**config.mk**
```make
export PLATFORM = sky130hd
export DESIGN_NAME = ps2_host_tx_flat
export DESIGN_NICKNAME = d
export VERILOG_FILES = /design/src/rtl/ps2_host_tx_pkg.sv /design/src/rtl/ps2_host_tx_if.sv /design/src/rtl/ps2_host_tx_sync.sv /design/src/rtl/ps2_host_tx.sv /design/src/flat_wrapper.sv
export SDC_FILE = /design/constraint.sdc
export NUM_CORES = 1
export LEC_CHECK = 0
export BUFFER_PORTS_ARGS = -buffer_cell sky130_fd_sc_hd__buf_4
export CAP_MARGIN = 20
export CORE_UTILIZATION = 50
export DETAILED_ROUTE_END_ITERATION = 7
export HOLD_SLACK_MARGIN = 0.15
export PLACE_DENSITY = 0.75
export SLEW_MARGIN = 20
export SYNTH_ARGS = -nofsm -noshare
export SYNTH_HDL_FRONTEND = slang
export SYNTH_HIERARCHICAL = 1
export SYNTH_SLANG_ARGS = --single-unit
```
**constraint.sdc**
```tcl
create_clock -name clk -period 3.8 [get_ports clk]
set_input_delay 0.19 -clock clk [delete_from_list [all_inputs] [get_ports clk]]
set_output_delay 0.19 -clock clk [all_outputs]
set_load 0.01 [all_outputs]
```
**src/rtl/ps2_host_tx_pkg.sv**
```systemverilog
// Shared PS/2 definitions: controller states, keyboard command bytes, timing helpers.
package ps2_pkg;

   typedef enum logic [2:0] {
      IDLE,
      INHIBIT,
      START,
      BITS,
      ACK,
      WAIT_IDLE
   } ps2_state_e;

   localparam logic [7:0] CMD_SET_LED = 8'hED;
   localparam logic [7:0] CMD_RESET   = 8'hFF;
   localparam logic [7:0] CMD_ENABLE  = 8'hF4;
   localparam logic [7:0] RSP_ACK     = 8'hFA;

   function automatic int unsigned us_to_cyc(input int unsigned clk_hz, input int unsigned us);
      return (clk_hz / 1_000_000) * us;
   endfunction

   function automatic int unsigned max_u(input int unsigned a, input int unsigned b);
      return (a > b) ? a : b;
   endfunction

endpackage

```
**src/rtl/ps2_host_tx_if.sv**
```systemverilog
// Processor-side byte port of the PS/2 transmitter: valid/ready offer plus status pulses.
interface ps2_host_tx_if;
   logic       tx_valid;
   logic [7:0] tx_data;
   logic       tx_ready;
   logic       tx_busy;
   logic       tx_done;
   logic       tx_error;

   modport master (
      output tx_valid, tx_data,
      input  tx_ready, tx_busy, tx_done, tx_error
   );

   modport slave (
      input  tx_valid, tx_data,
      output tx_ready, tx_busy, tx_done, tx_error
   );
endinterface

```
**src/rtl/ps2_host_tx_sync.sv**
```systemverilog
// Two-flop synchronizers for the raw PS/2 clock/data lines plus a falling-edge detector
// on the synchronized clock; fall_o is valid 2 cycles after the raw edge, no backpressure.
module ps2_sync (
   input  logic clk,
   input  logic reset,
   input  logic ps2_clk_in,
   input  logic ps2_data_in,
   output logic clk_s_o,
   output logic data_s_o,
   output logic fall_o
);

   logic [1:0] clk_meta_q;
   logic [1:0] data_meta_q;
   logic       clk_prev_q;

   // Idle PS/2 lines are pulled high, so everything resets to 1 to avoid a false fall.
   always_ff @(posedge clk) begin
      if (reset) begin
         clk_meta_q  <= 2'b11;
         data_meta_q <= 2'b11;
         clk_prev_q  <= 1'b1;
      end else begin
         clk_meta_q  <= {clk_meta_q[0], ps2_clk_in};
         data_meta_q <= {data_meta_q[0], ps2_data_in};
         clk_prev_q  <= clk_meta_q[1];
      end
   end

   assign clk_s_o  = clk_meta_q[1];
   assign data_s_o = data_meta_q[1];
   assign fall_o   = clk_prev_q & ~clk_meta_q[1];

endmodule

```
**src/rtl/ps2_host_tx.sv**
```systemverilog
// Host-to-device PS/2 command transmitter: request-to-send, 11-bit frame, ACK check, timeout.
// Accepts one byte only in IDLE (tx_ready); all outputs registered; tx_valid while busy is ignored.
module ps2_host_tx
   import ps2_pkg::*;
#(
   parameter int unsigned CLK_HZ     = 50_000_000,
   parameter int unsigned INHIBIT_US = 100,
   parameter int unsigned TIMEOUT_US = 15000
) (
   input  logic         clk,
   input  logic         reset,
   ps2_host_tx_if.slave tx,
   input  logic         ps2_clk_in,
   input  logic         ps2_data_in,
   output logic         ps2_clk_oe,
   output logic         ps2_data_oe
);

   localparam int unsigned INHIBIT_CYC = us_to_cyc(CLK_HZ, INHIBIT_US);
   localparam int unsigned TIMEOUT_CYC = us_to_cyc(CLK_HZ, TIMEOUT_US);
   localparam int unsigned CNT_MAX     = max_u(INHIBIT_CYC, TIMEOUT_CYC);
   localparam int          CNT_W       = $clog2(CNT_MAX + 1);

   localparam logic [CNT_W-1:0] INHIBIT_LAST = CNT_W'(INHIBIT_CYC - 1);
   localparam logic [CNT_W-1:0] TIMEOUT_LAST = CNT_W'(TIMEOUT_CYC - 1);
   localparam logic [CNT_W-1:0] CNT_SAT      = CNT_W'(CNT_MAX);

   logic clk_s;
   logic data_s;
   logic fall;

   ps2_state_e       state_q,   state_d;
   logic [CNT_W-1:0] cnt_q,     cnt_d;
   logic [9:0]       shift_q,   shift_d;
   logic [3:0]       bit_cnt_q, bit_cnt_d;
   logic             clk_oe_q,  clk_oe_d;
   logic             data_oe_q, data_oe_d;
   logic             ready_q,   ready_d;
   logic             busy_q,    busy_d;
   logic             done_q,    done_d;
   logic             err_q,     err_d;
   logic             timeout;
   logic             abort;

   ps2_sync u_sync (
      .clk         (clk),
      .reset       (reset),
      .ps2_clk_in  (ps2_clk_in),
      .ps2_data_in (ps2_data_in),
      .clk_s_o     (clk_s),
      .data_s_o    (data_s),
      .fall_o      (fall)
   );

   // A pending limit is pre-empted by a fall in the same cycle: the edge wins.
   assign timeout = (cnt_q == TIMEOUT_LAST);

   always_comb begin
      state_d   = state_q;
      cnt_d     = (cnt_q == CNT_SAT) ? cnt_q : cnt_q + 1'b1;
      shift_d   = shift_q;
      bit_cnt_d = bit_cnt_q;
      clk_oe_d  = clk_oe_q;
      data_oe_d = data_oe_q;
      done_d    = 1'b0;
      err_d     = 1'b0;
      abort     = 1'b0;

      case (state_q)
         IDLE: begin
            cnt_d     = '0;
            clk_oe_d  = 1'b0;
            data_oe_d = 1'b0;
            if (tx.tx_valid && ready_q) begin
               shift_d  = {1'b1, ~^tx.tx_data, tx.tx_data};
               clk_oe_d = 1'b1;
               state_d  = INHIBIT;
            end
         end
         INHIBIT: begin
            if (cnt_q == INHIBIT_LAST) begin
               data_oe_d = 1'b1;
               state_d   = START;
            end
         end
         START: begin
            clk_oe_d  = 1'b0;
            bit_cnt_d = '0;
            cnt_d     = '0;
            state_d   = BITS;
         end
         BITS: begin
            if (fall) begin
               data_oe_d = ~shift_q[0];
               shift_d   = {1'b0, shift_q[9:1]};
               bit_cnt_d = bit_cnt_q + 1'b1;
               cnt_d     = '0;
               if (bit_cnt_q == 4'd9) begin
                  state_d = ACK;
               end
            end else if (timeout) begin
               abort = 1'b1;
            end
         end
         ACK: begin
            if (fall) begin
               cnt_d = '0;
               if (!data_s) begin
                  state_d = WAIT_IDLE;
               end else begin
                  abort = 1'b1;
               end
            end else if (timeout) begin
               abort = 1'b1;
            end
         end
         WAIT_IDLE: begin
            if (clk_s && data_s) begin
               done_d  = 1'b1;
               state_d = IDLE;
            end else if (fall) begin
               cnt_d = '0;
            end else if (timeout) begin
               abort = 1'b1;
            end
         end
         default: begin
            state_d = IDLE;
         end
      endcase

      if (abort) begin
         err_d     = 1'b1;
         clk_oe_d  = 1'b0;
         data_oe_d = 1'b0;
         state_d   = IDLE;
      end

      // Ready lags the return to IDLE by a cycle so it never overlaps a done/error pulse.
      ready_d = (state_d == IDLE) && (state_q == IDLE);
      busy_d  = ~ready_d;
   end

   always_ff @(posedge clk) begin
      if (reset) begin
         state_q   <= IDLE;
         cnt_q     <= '0;
         shift_q   <= '0;
         bit_cnt_q <= '0;
         clk_oe_q  <= 1'b0;
         data_oe_q <= 1'b0;
         ready_q   <= 1'b1;
         busy_q    <= 1'b0;
         done_q    <= 1'b0;
         err_q     <= 1'b0;
      end else begin
         state_q   <= state_d;
         cnt_q     <= cnt_d;
         shift_q   <= shift_d;
         bit_cnt_q <= bit_cnt_d;
         clk_oe_q  <= clk_oe_d;
         data_oe_q <= data_oe_d;
         ready_q   <= ready_d;
         busy_q    <= busy_d;
         done_q    <= done_d;
         err_q     <= err_d;
      end
   end

   assign ps2_clk_oe  = clk_oe_q;
   assign ps2_data_oe = data_oe_q;
   assign tx.tx_ready = ready_q;
   assign tx.tx_busy  = busy_q;
   assign tx.tx_done  = done_q;
   assign tx.tx_error = err_q;

endmodule

```
**src/flat_wrapper.sv**
```systemverilog
// flat-port wrapper written by rule: the top's interface ports become plain ports
module ps2_host_tx_flat import ps2_pkg::*;
#(
   parameter int unsigned CLK_HZ     = 50_000_000,
   parameter int unsigned INHIBIT_US = 100,
   parameter int unsigned TIMEOUT_US = 15000
)
  (clk, reset, ps2_clk_in, ps2_data_in, ps2_clk_oe, ps2_data_oe, tx_tx_valid, tx_tx_data, tx_tx_ready, tx_tx_busy, tx_tx_done, tx_tx_error);
  ps2_host_tx_if tx_i ();
  input  logic clk;
  input  logic reset;
  input  logic ps2_clk_in;
  input  logic ps2_data_in;
  output logic ps2_clk_oe;
  output logic ps2_data_oe;
  input wire logic [$bits(tx_i.tx_valid)-1:0] tx_tx_valid;
  input wire logic [$bits(tx_i.tx_data)-1:0] tx_tx_data;
  output wire logic [$bits(tx_i.tx_ready)-1:0] tx_tx_ready;
  output wire logic [$bits(tx_i.tx_busy)-1:0] tx_tx_busy;
  output wire logic [$bits(tx_i.tx_done)-1:0] tx_tx_done;
  output wire logic [$bits(tx_i.tx_error)-1:0] tx_tx_error;
  assign tx_i.tx_valid = tx_tx_valid;
  assign tx_i.tx_data = tx_tx_data;
  assign tx_tx_ready = tx_i.tx_ready;
  assign tx_tx_busy = tx_i.tx_busy;
  assign tx_tx_done = tx_i.tx_done;
  assign tx_tx_error = tx_i.tx_error;
  ps2_host_tx #(.CLK_HZ(CLK_HZ), .INHIBIT_US(INHIBIT_US), .TIMEOUT_US(TIMEOUT_US)) u_core (.clk(clk), .reset(reset), .tx(tx_i), .ps2_clk_in(ps2_clk_in), .ps2_data_in(ps2_data_in), .ps2_clk_oe(ps2_clk_oe), .ps2_data_oe(ps2_data_oe));
endmodule
```
==> results.yml, run 1 <==
timing:
  final-hold-violation-count: 0
  setup_viol: 0
  timing.setup.tns_ps: 0
  fmax_mhz: 466
  final_max_slew_viol_count: 0
  worst_pin_slew_ps: 867
  rsz0062_at_grt: "no"
  min_period_ps: 2140
  period_share: 0.564
  fin_skew_ps: 6.52
  max_slew_margin: 0.421
clocking:
  clk_pin_slew_ps: 80
  clkSinkCount: 48
  numCtsBuffers: 5
  ctsResizeCount: 0
  ctsLongestPathBuffers: 2
  clkLatencyLatePin_ps: 300
  cts_root_buffer: "clkbuf_8"
  post-cts-setup-buffers: 0
  cts_tree: "built"
  holdBufCountCts: 2
  htreeDepth: 2
yosys:
  ys_ff_latch: 48
  syn_nets: 294
  avgSynthCellArea_sq_um: 8.78
  synth_edf_count: 0
  synth.lib_cells_used.distinct: 52
  async_flop_share: 0
  synth-main-ff-cell: "dfxtp_1"
  synth_warnings: 6
  syn_area_sq_um: 2420
  ys_seq_area_frac: 0.397
  synthCells: 276
worst_setup_path:
  path_cells: "ha_1 -> nand3_1 -> or2_2 -> o31ai_1 -> a211oi_1"
  worst-path-max-fanout: 8
  slowest_stage: "o31ai_1"
  endpoint_kind: "register"
  max_stage_delay_ps: 600
  worstPathRequired_ps: 3960
  crit_type: "register to register"
  crit_arrival_ps: 2300
  reg2reg_slack_ps: 1660
  critPathLaunchType: "register"
die:
  initial_core_util: 0.538
  num_rows: 24
  ioPinCount: 19
  die_w_microns: 71.6
  coreArea_sq_um: 4500
  die_y_microns: 71.6
  dieArea_sq_um: 5130
routing:
  firstDrtPassIters: 4
  vias_per_cell: 5.83
  vias: 2004
  wire_per_inst_microns: 13.9
  totalWireLength_mm: 4.80
  antenna_violating_nets_post_route: 0
  drtIter0Drc: 156
  drc: 0
job:
  max_cap_viol_count: 0
pwr:
  p_leak_nw: 0.950
  internal_power_w: 0.000696
  p_per_area_nw_per_um2: 344
  p_switching_w: 0.000223
  p_comb_frac: 0.106
  p_seq_frac: 0.586
  clkPwrFrac: 0.308
  p_sw_frac: 0.243
  irDropWorstVdd_v: 0.000260
global_routing:
  grt_antenna_before_repair: 0
  grt_pass1_wl_mm: 8.32
  grt.total_usage: 0.207
  overflow: 0
  grt_max_degree: 25
  grt_pass1_vias: 1796
finish:
  final_nets: 310
  drive_gt1_frac: 0.116
  area_growth_pct: 10.3
  antenna_cells: 0
  fin_util: 0.593
min_path:
  holdCritPathClass: "primary input to register"
placed_design:
  hpwlAfterDp_mm: 3.31
  gp_congestion: 0.841
  portBuffers: 18
status:
  status: "complete, no violations"
[registers in the layout, summed over array words and instances (netlist names), 2 cells and up]
| signal | cells |
|---|---|
| u_core/cnt_q | 20 |
| u_core/u_sync/clk_meta_q | 2 |
| u_core/shift_q | 10 |
| u_core/bit_cnt_q | 4 |
| u_core/state_q | 3 |
| u_core/u_sync/data_meta_q | 2 |
[through the flow]
| step | hold WS (ps) | total power [W] | worst slack, ps | instances | area [sq um] |
|---|---|---|---|---|---|
| floorplan | 287 | 0.000613 | 1950 | 276 | 2420 |
| global placement | 372 | 0.000644 | 1730 | 335 | 2570 |
| detailed placement | 370 | 0.000646 | 1680 | 335 | 2570 |
| CTS | 227 | 0.000929 | 1660 | 344 | 2670 |
| global route | 234 | 0.000960 | 1430 | 344 | 2670 |
| finish | 232 | 0.000919 | 1660 | 344 | 2670 |
[path summary, 6_finish.rpt]
| path | endpoint | cells after the start | startpoint |
|---|---|---|---|
| max reg2reg | u_core/ps2_data_oe | 5 | u_core/cnt_q[1] |
| max | u_core/ps2_data_oe | 5 | u_core/cnt_q[1] |
| min | u_core/bit_cnt_q[1] | 2 | reset |
| min reg2reg | u_core/u_sync/data_meta_q[1] | 1 | u_core/u_sync/data_meta_q[0] |
[power by group through the flow]
stage                     Combinational (W)  Sequential (W)  Clock, W
after global placement            0.0000940        0.000550         0
after global routing               0.000108        0.000542  0.000310
after detailed placement          0.0000953        0.000550         0
after floorplan                   0.0000687        0.000544         0
after CTS                         0.0000973        0.000539  0.000293
final                             0.0000970        0.000539  0.000284
[layout by cell type (no fill, tap or decap), types with 3 or more instances in the layout]
| master | instances |
|---|---|
| a211oi_1 | 11 |
| a21oi_1 | 18 |
| buf_4 | 21 |
| clkbuf_8 | 5 |
| dfxtp_1 | 48 |
| ha_1 | 5 |
| inv_1 | 12 |
| mux2i_1 | 10 |
| nand2_1 | 10 |
| nand3_1 | 13 |
| nand4_1 | 7 |
| nor2_1 | 36 |
| nor3_1 | 7 |
| nor4_1 | 6 |
| o211ai_1 | 3 |
| o21ai_0 | 5 |
| o31ai_1 | 4 |
| or2_1 | 5 |
| or4_1 | 3 |
| xnor2_1 | 16 |
| xor2_1 | 5 |
[synth_stat cells (3+ instances only)]
library cell,count,area [sq um]
dfxtp_1,48,961
nor2_1,36,135
a21oi_1,18,90.1
xnor2_1,16,140
nand3_1,13,65.1
inv_1,12,45.0
a211oi_1,11,82.6
mux2i_1,10,100
nand2_1,10,37.5
clkbuf_1,8,30.0
nand4_1,7,43.8
nor3_1,7,35.0
nor4_1,6,37.5
ha_1,5,62.6
o21ai_0,5,25.0
or2_1,5,31.3
xor2_1,5,43.8
o31ai_1,4,30.0
buf_4,3,22.5
o211ai_1,3,22.5
or4_1,3,22.5
[layout make-up]
cell class	instances	area, sq um
Sequential cell	48	961
Fill cell	421	1830
Multi-Input combinational cell	202	1350
Timing Repair Buffer	23	178
Clock inverter	1	5.00
Tap cell	52	65.1
Clock buffer	6	72.6
Inverter	12	45.0
[logic make-up after synthesis]
group,after synthesis,share of synthesized area
and+or+nand+nor,110,0.258
muxes,10,0.0413
xor gates and xnor gates,21,0.0759
DFF,48,0.397
AOI/OAI and AO/OA,56,0.154
adders and majority gates,5,0.0258
buffers and inverters,26,0.0480
[layer usage]
metal	vias up	track usage	wire [microns]
li1	1036	-	-
met1	922	0.299	2400
met2	40	0.301	2160
met3	6	0.0380	168
met4	0	0.0915	63
met5	-	0	0
[worst max-delay path: cells and delay by family, from the launching register on]
family / cells / cell delay (ps)
AO/OA/AOI/OAI: 2 / 700
adder cells (fa/ha/maj): 1 / 190
flip-flops: 1 / 480
AND/OR/NAND/NOR: 2 / 640
Note: power is estimated with default switching activity, not from simulation.
==> run 2, diff against run 1 <==
==> constraint.sdc (replaced) <==
create_clock -name clk -period 2 [get_ports clk]
set_input_delay 0.1 -clock clk [delete_from_list [all_inputs] [get_ports clk]]
set_output_delay 0.1 -clock clk [all_outputs]
set_load 0.01 [all_outputs]
==> run 2 against run 1 <==
  * Clock skew grew 2.3 ps
  * Sequential power grew 89%
  * Combinational power grew 100%
  * Critical path depth shrank 1
  * Routed wire length grew 2.2%
==> results.yml, run 2 (synthesized netlist as in run 1, its figures left out) <==
timing:
  fin_skew_ps: 8.79
  timing.setup.tns_ps: 0
  period_share: 0.949
  rsz0062_at_grt: "no"
  setup_viol: 0
  final-hold-violation-count: 0
  worst_pin_slew_ps: 486
  min_period_ps: 1900
  max_slew_margin: 0.675
  final_max_slew_viol_count: 0
  fmax_mhz: 527
  setup_slack_ps: 101
global_routing:
  grt.total_usage: 0.207
  grt_max_degree: 25
  grt_pass1_vias: 1832
  grt_antenna_before_repair: 0
  overflow: 0
  grt_pass1_wl_mm: 8.47
clocking:
  clkSinkCount: 48
  htreeDepth: 2
  cts_root_buffer: "clkbuf_8"
  clk_pin_slew_ps: 100
  cts_tree: "built"
  numCtsBuffers: 5
  ctsLongestPathBuffers: 2
  clkLatencyLatePin_ps: 300
min_path:
  holdCritPathClass: "primary input to register"
routing:
  antenna_violating_nets_post_route: 0
  vias_per_cell: 5.72
  drc: 0
  firstDrtPassIters: 4
  vias: 2053
  totalWireLength_mm: 4.90
  drtIter0Drc: 145
  wire_per_inst_microns: 13.7
pwr:
  p_seq_frac: 0.530
  internal_power_w: 0.00147
  clkPwrFrac: 0.368
  p_leak_nw: 1.04
  p_comb_frac: 0.102
  p_switching_w: 0.000458
  irDropWorstVdd_v: 0.000473
  p_per_area_nw_per_um2: 683
  p_sw_frac: 0.238
worst_setup_path:
  worst-path-max-fanout: 8
  worstPathRequired_ps: 2230
  slowest_stage: "or4_4"
  critPathTopFamily: "simple AND/OR/NAND/NOR gates"
  endpoint_kind: "register"
  crit_arrival_ps: 2130
  max_stage_delay_ps: 560
  crit_type: "register to register"
  critical_path_buf_inv_count: 0
  critPathLaunchType: "register"
  path_cells: "nand4_4 -> or4_4 -> or4_1 -> a21oi_1"
finish:
  reg_top3: "u_core/cnt_q: 20 flops, u_core/shift_q: 10 flops, u_core/bit_cnt_q: 4 flops"
  drive_gt1_frac: 0.166
  antenna_cells: 0
  final.fill_count: 390
  fin_util: 0.626
  largest_register: "u_core/cnt_q"
  largest_reg_flops: 20
  layout_common_cells: "46 x dfxtp_1, 36 x nor2_1, 34 x buf_4"
  final_common_cell: "dfxtp_1"
  area_growth_pct: 16.4
  final_nets: 324
die:
  die_y_microns: 71.6
  num_rows: 24
  coreArea_sq_um: 4500
  ioPinCount: 19
  die_w_microns: 71.6
  dieArea_sq_um: 5130
  initial_core_util: 0.538
status:
  status: "complete, no violations"
placed_design:
  pre_cts_ws_ps: 106
  portBuffers: 18
  gp_congestion: 0.843
  hpwlAfterDp_mm: 3.44
job:
  max_cap_viol_count: 0
## run 2: cell count changes in the layout (fill, tap and decap cells not counted), sizes merged
| cell | change |
|---|---|
| buf | +13 |
| bufinv | +1 |
| clkbuf | -1 |
| clkinv | +1 |
| dlygate4sd3 | +1 |
## run 2: final timing paths
kind	end	start	cells after the start	slack, ps
min reg2reg	u_core/u_sync/data_meta_q[1]	u_core/u_sync/data_meta_q[0]	1	410
max	u_core/cnt_q[19]	u_core/cnt_q[2]	4	100
min	u_core/shift_q[1]	tx_tx_data[1]	3	160
max reg2reg	u_core/cnt_q[19]	u_core/cnt_q[2]	4	100
## run 2: power groups by stage
stage	Sequential, W	Combinational (W)	Clock, W
2_1_floorplan	0.00103	0.000130	0
3_5_place_dp	0.00104	0.000190	0
4_1_cts	0.00102	0.000196	0.000727
5_1_grt	0.00103	0.000217	0.000762
3_3_place_gp	0.00104	0.000186	0
6_report	0.00102	0.000196	0.000708
## run 2: what timing repair did
item,4_1_cts,5_1_grt
gates resized for setup,0,2
hold buffers,3,0
buffers inserted,0,0
setup endpoints to repair,0,1
hold endpoints to repair,13,0
## run 2: per-stage QoR
step	cell area (sq um)	hold WS, ps	power [W]	cells
6_report	2820	160	0.00193	359
5_1_grt	2820	156	0.00201	359
4_1_cts	2820	155	0.00194	359
3_5_place_dp	2670	283	0.00123	348
3_3_place_gp	2670	281	0.00123	348
2_1_floorplan	2420	197	0.00116	276
## run 2: cell type report
class | instances | area, sq um | area share
clock inverter | 3 | 47.5 | 0.0169
inverter | 12 | 45.0 | 0.0160
tap | 52 | 65.1 | 0.0231
multi-input combinational | 202 | 1350 | 0.477
sequential | 48 | 963 | 0.342
clock buffer | 5 | 68.8 | 0.0244
timing repair buffer | 37 | 285 | 0.101
## run 2: layer usage
layer	share of wire	vias to the layer above	global-route usage
li1	-	1052	-
met1	0.51	965	0.305
met2	0.45	34	0.316
met3	0.036	2	0.0408
met4	0.0022	0	0.0458
met5	0	-	0
## run 2: worst register-to-register path, stage by stage (launching register included)
cell and delay [ps]:
dfxtp_1 490, nand4_4 160, or4_4 570, or4_1 480, a21oi_1 140
